[src/rtl/binary_to_bcd_encoder.sv]
// binary_to_bcd_encoder: sequential double-dabble converter, one iteration per clock, flags aligned with digits
`timescale 1ns/1ps
module binary_to_bcd_encoder #(
    parameter int WIDTH = 8
) (
    input  logic             clock,
    input  logic             reset,
    input  logic             start,
    input  logic [WIDTH-1:0] Binary,
    input  logic             ovf_in,
    input  logic             carry_in,
    output logic             busy,
    output logic             valid,
    output logic [3:0]       Units,
    output logic [3:0]       Tens,
    output logic [1:0]       Hundreds,
    output logic             Zero,
    output logic             Overflow,
    output logic             Carry_out
);
    typedef enum logic [1:0] {IDLE, CONVERT, FINISH} state_t;
    localparam logic [3:0] LAST = 4'(WIDTH - 1);
    state_t           state_q, state_d;
    logic [WIDTH-1:0] bin_q, bin_d;
    logic [9:0]       bcd_q, bcd_d;
    logic [3:0]       cnt_q, cnt_d;
    logic             zl_q, zl_d, ol_q, ol_d, cl_q, cl_d;
    logic [3:0]       units_q, units_d, tens_q, tens_d;
    logic [1:0]       hund_q, hund_d;
    logic             zero_q, zero_d, ovf_q, ovf_d, carry_q, carry_d, valid_q, valid_d;
    logic [3:0]       u_fix, t_fix;
    // Next-state: capture in IDLE, add-3 then shift in CONVERT, publish digits and flags in FINISH
    always_comb begin
        u_fix   = bcd_q[3:0] >= 4'd5 ? bcd_q[3:0] + 4'd3 : bcd_q[3:0];
        t_fix   = bcd_q[7:4] >= 4'd5 ? bcd_q[7:4] + 4'd3 : bcd_q[7:4];
        state_d = state_q;
        bin_d   = bin_q;
        bcd_d   = bcd_q;
        cnt_d   = cnt_q;
        zl_d    = zl_q;
        ol_d    = ol_q;
        cl_d    = cl_q;
        units_d = units_q;
        tens_d  = tens_q;
        hund_d  = hund_q;
        zero_d  = zero_q;
        ovf_d   = ovf_q;
        carry_d = carry_q;
        valid_d = 1'b0;
        case (state_q)
            IDLE: if (start) begin
                bin_d   = Binary;
                bcd_d   = 10'd0;
                cnt_d   = 4'd0;
                zl_d    = Binary == '0;
                ol_d    = ovf_in;
                cl_d    = carry_in;
                state_d = CONVERT;
            end
            CONVERT: begin
                bcd_d   = {bcd_q[8], t_fix, u_fix, bin_q[WIDTH-1]};
                bin_d   = bin_q << 1;
                cnt_d   = cnt_q + 4'd1;
                state_d = cnt_q == LAST ? FINISH : CONVERT;
            end
            FINISH: begin
                units_d = bcd_q[3:0];
                tens_d  = bcd_q[7:4];
                hund_d  = bcd_q[9:8];
                zero_d  = zl_q;
                ovf_d   = ol_q;
                carry_d = cl_q;
                valid_d = 1'b1;
                state_d = IDLE;
            end
            default: state_d = IDLE;
        endcase
    end
    // State and result registers; reset returns the display to zero with Zero set
    always_ff @(posedge clock or posedge reset) begin
        if (reset) begin
            state_q <= IDLE;
            bin_q   <= '0;
            bcd_q   <= '0;
            cnt_q   <= '0;
            zl_q    <= 1'b0;
            ol_q    <= 1'b0;
            cl_q    <= 1'b0;
            units_q <= '0;
            tens_q  <= '0;
            hund_q  <= '0;
            zero_q  <= 1'b1;
            ovf_q   <= 1'b0;
            carry_q <= 1'b0;
            valid_q <= 1'b0;
        end else begin
            state_q <= state_d;
            bin_q   <= bin_d;
            bcd_q   <= bcd_d;
            cnt_q   <= cnt_d;
            zl_q    <= zl_d;
            ol_q    <= ol_d;
            cl_q    <= cl_d;
            units_q <= units_d;
            tens_q  <= tens_d;
            hund_q  <= hund_d;
            zero_q  <= zero_d;
            ovf_q   <= ovf_d;
            carry_q <= carry_d;
            valid_q <= valid_d;
        end
    end
    assign busy      = state_q != IDLE;
    assign valid     = valid_q;
    assign Units     = units_q;
    assign Tens      = tens_q;
    assign Hundreds  = hund_q;
    assign Zero      = zero_q;
    assign Overflow  = ovf_q;
    assign Carry_out = carry_q;
endmodule
[config.mk]
export PLATFORM = sky130hd
export DESIGN_NAME = binary_to_bcd_encoder
export DESIGN_NICKNAME = d
export VERILOG_FILES = /design/src/rtl/binary_to_bcd_encoder.sv
export SDC_FILE = /design/constraint.sdc
export NUM_CORES = 1
export LEC_CHECK = 0
export CAP_MARGIN = 20
export CELL_PAD_IN_SITES_DETAIL_PLACEMENT = 2
export CELL_PAD_IN_SITES_GLOBAL_PLACEMENT = 2
export CORE_UTILIZATION = 34
export DETAILED_ROUTE_END_ITERATION = 7
export PLACE_DENSITY_LB_ADDON = 0.1
export SLEW_MARGIN = 25
export SYNTH_ARGS = -nofsm -noshare
export SYNTH_HDL_FRONTEND = slang
export SYNTH_SLANG_ARGS = --single-unit
[constraint.sdc]
create_clock -name clock -period 2 [get_ports clock]
set_clock_uncertainty 0.15 [all_clocks]
set_input_delay 0.4 -clock clock [delete_from_list [all_inputs] [get_ports clock]]
set_output_delay 0.4 -clock clock [all_outputs]
set_load 0.05 [all_outputs]
==> results.cfg, run 1 <==
[run_status]
status = finished clean

[route]
drt_iter0_markers = 54
wirelength_um = 4870
via_per_inst = 5.04
drcViolationCount = 0
num_vias = 1491
wl_per_cell_um = 16.5
drt_pre_antenna_iters = 2
antenna_left = 0

[pwr]
combPwrFrac = 0.431
power_switching_mw = 1.45
leakage_nw = 1.13
p_seq_frac = 0.409
p_int_mw = 1.98
pwr_density_cell_nw_per_um2 = 1460
pwr-share-clk = 0.159
vdd_drop_max_mv = 0.638
sw_frac_of_total = 0.423

[hold_path]
holdCritPathClass = primary input to asynchronous set/reset pin

[synthesis]
syn-num-nets = 210
yosys_warnings = 0
syn-instance-count = 192
ys_seq_elements = 41
ys_types = 33
syn_area_sq_um = 1920
avgSynthCellArea_sq_um = 9.98
seq_area_frac_synth = 0.536

[floorplan]
fp.dieW_um = 77.1
dieArea_sq_um = 5940
num_rows = 26
die_y_um = 77.1
core-area_sq_um = 5270
initial_utilization = 0.363
io_pins = 28

[grt]
grt_usage = 0.184
grt_pass1_vias = 1661
antenna_found_initial = 0
grt_start_max_net_pins = 42
grt.overflow.total = 0
grt_first_pass_wirelength_um = 8390

[placed_design]
dpl_worst_slack_ns = 0.0871
gp_congestion = 0.734
dp_hpwl_um = 3620
portBuffers = 27

[critical_path]
required_ns = 1.45
path_class = register to primary output
crit_family = flip-flops
cp_slowest_stage_delay_ns = 0.55
start_kind = register
rrSetupSlack_ns = 0.09
slowest_stage = dfrtp_1
cp.buffers_inverters = 1
path_max_fanout = 10
worst_setup_path_end_kind = primary output
path_cells = or2_2 -> buf_12
cp.arrival_ns = 1.40

[clock_network]
cts_hold_buf = 0
cts_resized = 0
cts_tree = yes
clock-root-buffer = clkbuf_8
clk_pin_slew_ns = 0.09
cts_buffers = 5
cts.path.max_buffers = 2
htreeDepth = 2
post_cts_buffers = 0
clkLatencyLatePin_ns = 0.31
cts_sinks = 41

[sta]
hold_violations = 0
tightest_slew_ns = 0.451
min_period_ns = 1.95
setup_slack_ns = 0.0495
rsz0062_at_grt = no
drv_slew = 0
fmax_ghz = 0.513
timing.setup.tns_ns = 0
fin_crit_sh = 0.975
relSlewSlack = 0.700
finalSetupViolCount = 0

[layout]
layout.nets = 243
drive_above_1_share = 0.199
area_growth_pct = 22.3
num_antenna_cells = 0

[run]
drv_cap = 0
## power groups by stage
stage	logic (mW)	registers (mW)	clock network, mW
CTS	1.49	1.41	0.561
global placement	1.38	1.39	0
finish	1.48	1.40	0.547
global route	1.61	1.45	0.596
floorplan	0.864	1.56	0
detailed placement	1.48	1.42	0
## area by class of cell
cell class	instances	area, sq um
inverters	8	30.0
flip-flops and latches	41	1030
repair buffers	35	318
clock buffers	5	68.8
clock inverters	3	17.5
multi-input cells	134	795
fillers	603	2930
well taps	70	87.6
## through the flow
stage	instances	instance area (sq um)	hold slack [ns]	util	power, mW
after floorplan	192	1920	0.289	-	2.42
after global placement	288	2250	0.308	0.428	2.77
after detailed placement	288	2250	0.323	0.428	2.90
after CTS	296	2340	0.305	0.444	3.46
after global routing	296	2340	0.323	0.445	3.66
final	296	2340	0.295	0.445	3.43
## cell usage after synthesis
cell,number,area share
nor3b_1,2,0.0078
nor3_1,1,0.0026
a31oi_1,1,0.0033
buf_4,4,0.016
ha_1,5,0.033
nand4_1,1,0.0033
o21ai_2,3,0.014
nand2_1,50,0.098
and2b_1,1,0.0039
nor2b_1,1,0.0033
dfstp_2,1,0.014
clkbuf_2,1,0.0026
inv_1,6,0.012
xnor2_1,2,0.0091
mux2i_1,1,0.0052
nor4_1,2,0.0065
inv_2,2,0.0039
buf_6,2,0.012
nor3b_4,1,0.0098
o22ai_1,4,0.013
and3b_1,7,0.032
a22o_1,6,0.027
nand2b_1,4,0.013
o21ai_1,1,0.0026
or2_2,1,0.0033
mux2_2,3,0.018
mux2_4,2,0.016
o21ai_0,18,0.047
a21oi_1,12,0.031
dfrtp_1,40,0.52
buf_2,2,0.0052
nor2_1,4,0.0078
nand3_1,1,0.0026
## tightest hold or removal path, stage by stage
cell             delay [ns]
clkdlybuf4s50_1        0.39
inv_1                  0.09
buf_12                 0.24
## routing by layer
| layer | GRT usage | part of all wire |
|---|---|---|
| met5 | 0 | 0 |
| met4 | 0.0566 | 0.013 |
| met3 | 0.0357 | 0.033 |
| met2 | 0.330 | 0.52 |
| met1 | 0.220 | 0.44 |
## cell families (layout without fill, tap and decap cells)
group,count (synthesis),count (layout),share of synthesized area
AND/OR/NAND/NOR,76,76,0.194
XOR/XNOR,2,2,0.00915
flip-flops,41,41,0.536
AO/OA/AOI/OAI,45,45,0.138
multiplexers,6,6,0.0385
buffers and inverters,17,51,0.0509
adder cells (fa/ha/maj),5,5,0.0327
## flip-flops by register name, indices dropped and copies added (netlist names)
| name | cells |
|---|---|
| Carry_out | 1 |
| Zero | 1 |
| Overflow | 1 |
| Units | 4 |
| valid | 1 |
| bcd_q | 10 |
| Hundreds | 2 |
| cnt_q | 4 |
| state_q | 2 |
| ol_q | 1 |
| Tens | 4 |
| zl_q | 1 |
| bin_q | 8 |
| cl_q | 1 |
## cell usage in the layout, fill, tap and decap left out, types with 3 or more instances in the layout
cell type	synthesis	final
nor2_1	4	4
o22ai_1	4	4
clkbuf_8	0	5
dfrtp_1	40	40
a21oi_1	12	11
buf_4	4	21
clkdlybuf4s50_1	0	12
o21ai_0	18	18
ha_1	5	5
o21ai_2	3	3
mux2_2	3	3
and3b_1	7	7
inv_1	6	6
nand2_1	50	50
nand2b_1	4	4
a22o_1	6	6
## worst paths after layout
kind,from,to,cells past startpoint
max,state_q[1],busy,2
min,reset,bcd_q[7],3
max reg2reg,bcd_q[4],bcd_q[6],6
max in group asynchronous,reset,Zero,3
min in group clock,Tens[3],Tens[3],2
min reg2reg,Tens[3],Tens[3],2
(Power assumes the default switching activity.)
==> inputs of run 2 (changes only) <==
--- a/config.mk
+++ b/config.mk
@@ -11,6 +11,7 @@
 export CORE_UTILIZATION = 34
 export DETAILED_ROUTE_END_ITERATION = 7
 export PLACE_DENSITY_LB_ADDON = 0.1
+export REMOVE_ABC_BUFFERS = 1
 export SLEW_MARGIN = 25
 export SYNTH_ARGS = -nofsm -noshare
 export SYNTH_HDL_FRONTEND = slang
==> run 2 against run 1 <==
Die area unchanged. Routed wire length fell by 1.6%. Worst setup slack improved by 0.037 ns. Final area grew 0.21%. Sequential power about the same. Largest power group unchanged.
==> results.cfg, run 2 (same netlist as run 1, synthesis figures left out) <==
[critical_path]
path_max_fanout = 16
required_ns = 1.45
cp.arrival_ns = 1.36
path_class = register to primary output
worst_setup_path_end_kind = primary output
start_kind = register

[pwr]
p_int_mw = 2.00
leakage_nw = 1.12
combPwrFrac = 0.437
vdd_drop_max_mv = 0.466
sw_frac_of_total = 0.415
total_power_mw = 3.42
pwr-share-clk = 0.155
power_switching_mw = 1.42
p_seq_frac = 0.408
pwr_density_cell_nw_per_um2 = 1450

[clock_network]
clock-root-buffer = clkbuf_8
cts.path.max_buffers = 2
cts_hold_buf = 0
htreeDepth = 2
cts_buffers = 5
post_cts_buffers = 0
clk_pin_slew_ns = 0.08
cts_sinks = 41
clkLatencyLatePin_ns = 0.30
cts_tree = yes

[sta]
tightest_slew_ns = 0.397
timing.setup.tns_ns = 0
rsz0062_at_grt = no
min_period_ns = 1.91
fin_crit_sh = 0.957
hold_violations = 0
relSlewSlack = 0.735
drv_slew = 0
finalSetupViolCount = 0
fmax_ghz = 0.523

[floorplan]
core-area_sq_um = 5270
fp.dieW_um = 77.1
dieArea_sq_um = 5940
initial_utilization = 0.363
num_rows = 26
io_pins = 28
die_y_um = 77.1

[route]
met1_length_um = 2160
drcViolationCount = 0
wirelength_um = 4790
drt_iter0_markers = 43
top_layer_used = met4
routed-wl-met3_um = 145
via_per_inst = 5.10
drt_pre_antenna_iters = 3
wl_per_cell_um = 16.2
num_vias = 1504
met2_wirelength_um = 2430
antenna_left = 0

[placed_design]
dpl_cell_area_sq_um = 2260
portBuffers = 27
dp_hpwl_um = 3490
gp_congestion = 0.767
dp.cells = 287

[layout]
layoutNonFillerInstCount = 295
layout_commonest_cell = nand2_1
largest-register = bcd_q
n_fill_cell = 575
layout.nets = 242
fin_area_sq_um = 2350
register_area_sq_um = 1030
final_cell_mix = nand2_1, dfrtp_1, buf_4
reg_top3 = bcd_q (10), bin_q (8)
drive_above_1_share = 0.200
area_growth_pct = 22.6
num_antenna_cells = 0
multi_input_area_sq_um = 797
largest_reg_flops = 10
post-route-util = 0.446

[run]
drv_cap = 0

[grt]
grt_start_max_net_pins = 42
grt_pass1_vias = 1648
grt_usage = 0.179
antenna_found_initial = 0
grt_first_pass_wirelength_um = 8270
grt.overflow.total = 0

[run_status]
status = finished clean

[hold_path]
holdCritPathClass = primary input to asynchronous set/reset pin
-- run 2: worst paths after layout --
path                             from          end  slack, ns  cells after the start
setup / recovery           state_q[1]         busy       0.09                      2
hold / removal                  reset    Carry_out       0.31                      3
setup reg to reg             bcd_q[4]     bcd_q[6]       0.13                      6
hold reg to reg              bcd_q[9]  Hundreds[1]       0.33                      2
max in group asynchronous       reset         Zero       1.12                      3
min in group clock           bcd_q[9]  Hundreds[1]       0.33                      2
-- run 2: power by group through the flow --
stage / Sequential, mW / Combinational (mW) / Clock (mW)
after global routing: 1.45 / 1.65 / 0.583
final: 1.39 / 1.49 / 0.530
after global placement: 1.38 / 1.42 / 0
after floorplan: 1.59 / 0.772 / 0
after detailed placement: 1.41 / 1.50 / 0
after CTS: 1.39 / 1.51 / 0.554
-- run 2: metal layers --
layer  global-route usage  vias to the layer above
met5                    0                        -
met4               0.0566                        0
met3               0.0357                        6
met2                0.309                       28
met1                0.225                      756
li1                     -                      714
-- run 2: through the flow --
stage | hold WS, ns | setup WS, ns
final | 0.314 | 0.0864
after global routing | 0.339 | 0.0152
after CTS | 0.325 | 0.0665
after detailed placement | 0.310 | 0.102
after global placement | 0.309 | 0.211
after floorplan | 0.289 | 0.292
-- run 2: repair_timing --
| action | in CTS | in global routing |
|---|---|---|
| gates resized for setup | 1 | 2 |
| hold endpoints to repair | 0 | 0 |
| pin swaps | 0 | 0 |
| setup endpoints to repair | 1 | 1 |
-- run 2: final cells by class --
| cell class | instances | area share |
|---|---|---|
| Inverter | 8 | 0.0128 |
| Clock buffer | 6 | 0.0309 |
| Sequential cell | 41 | 0.438 |
| Multi-Input combinational cell | 134 | 0.339 |
| Timing Repair Buffer | 34 | 0.137 |
| Clock inverter | 2 | 0.00426 |
| Tap cell | 70 | 0.0373 |
-- run 2: worst max-delay path, stage by stage (launching register included) --
cell and delay [ns]:
dfrtp_2 0.55, or2_2 0.37, buf_12 0.15
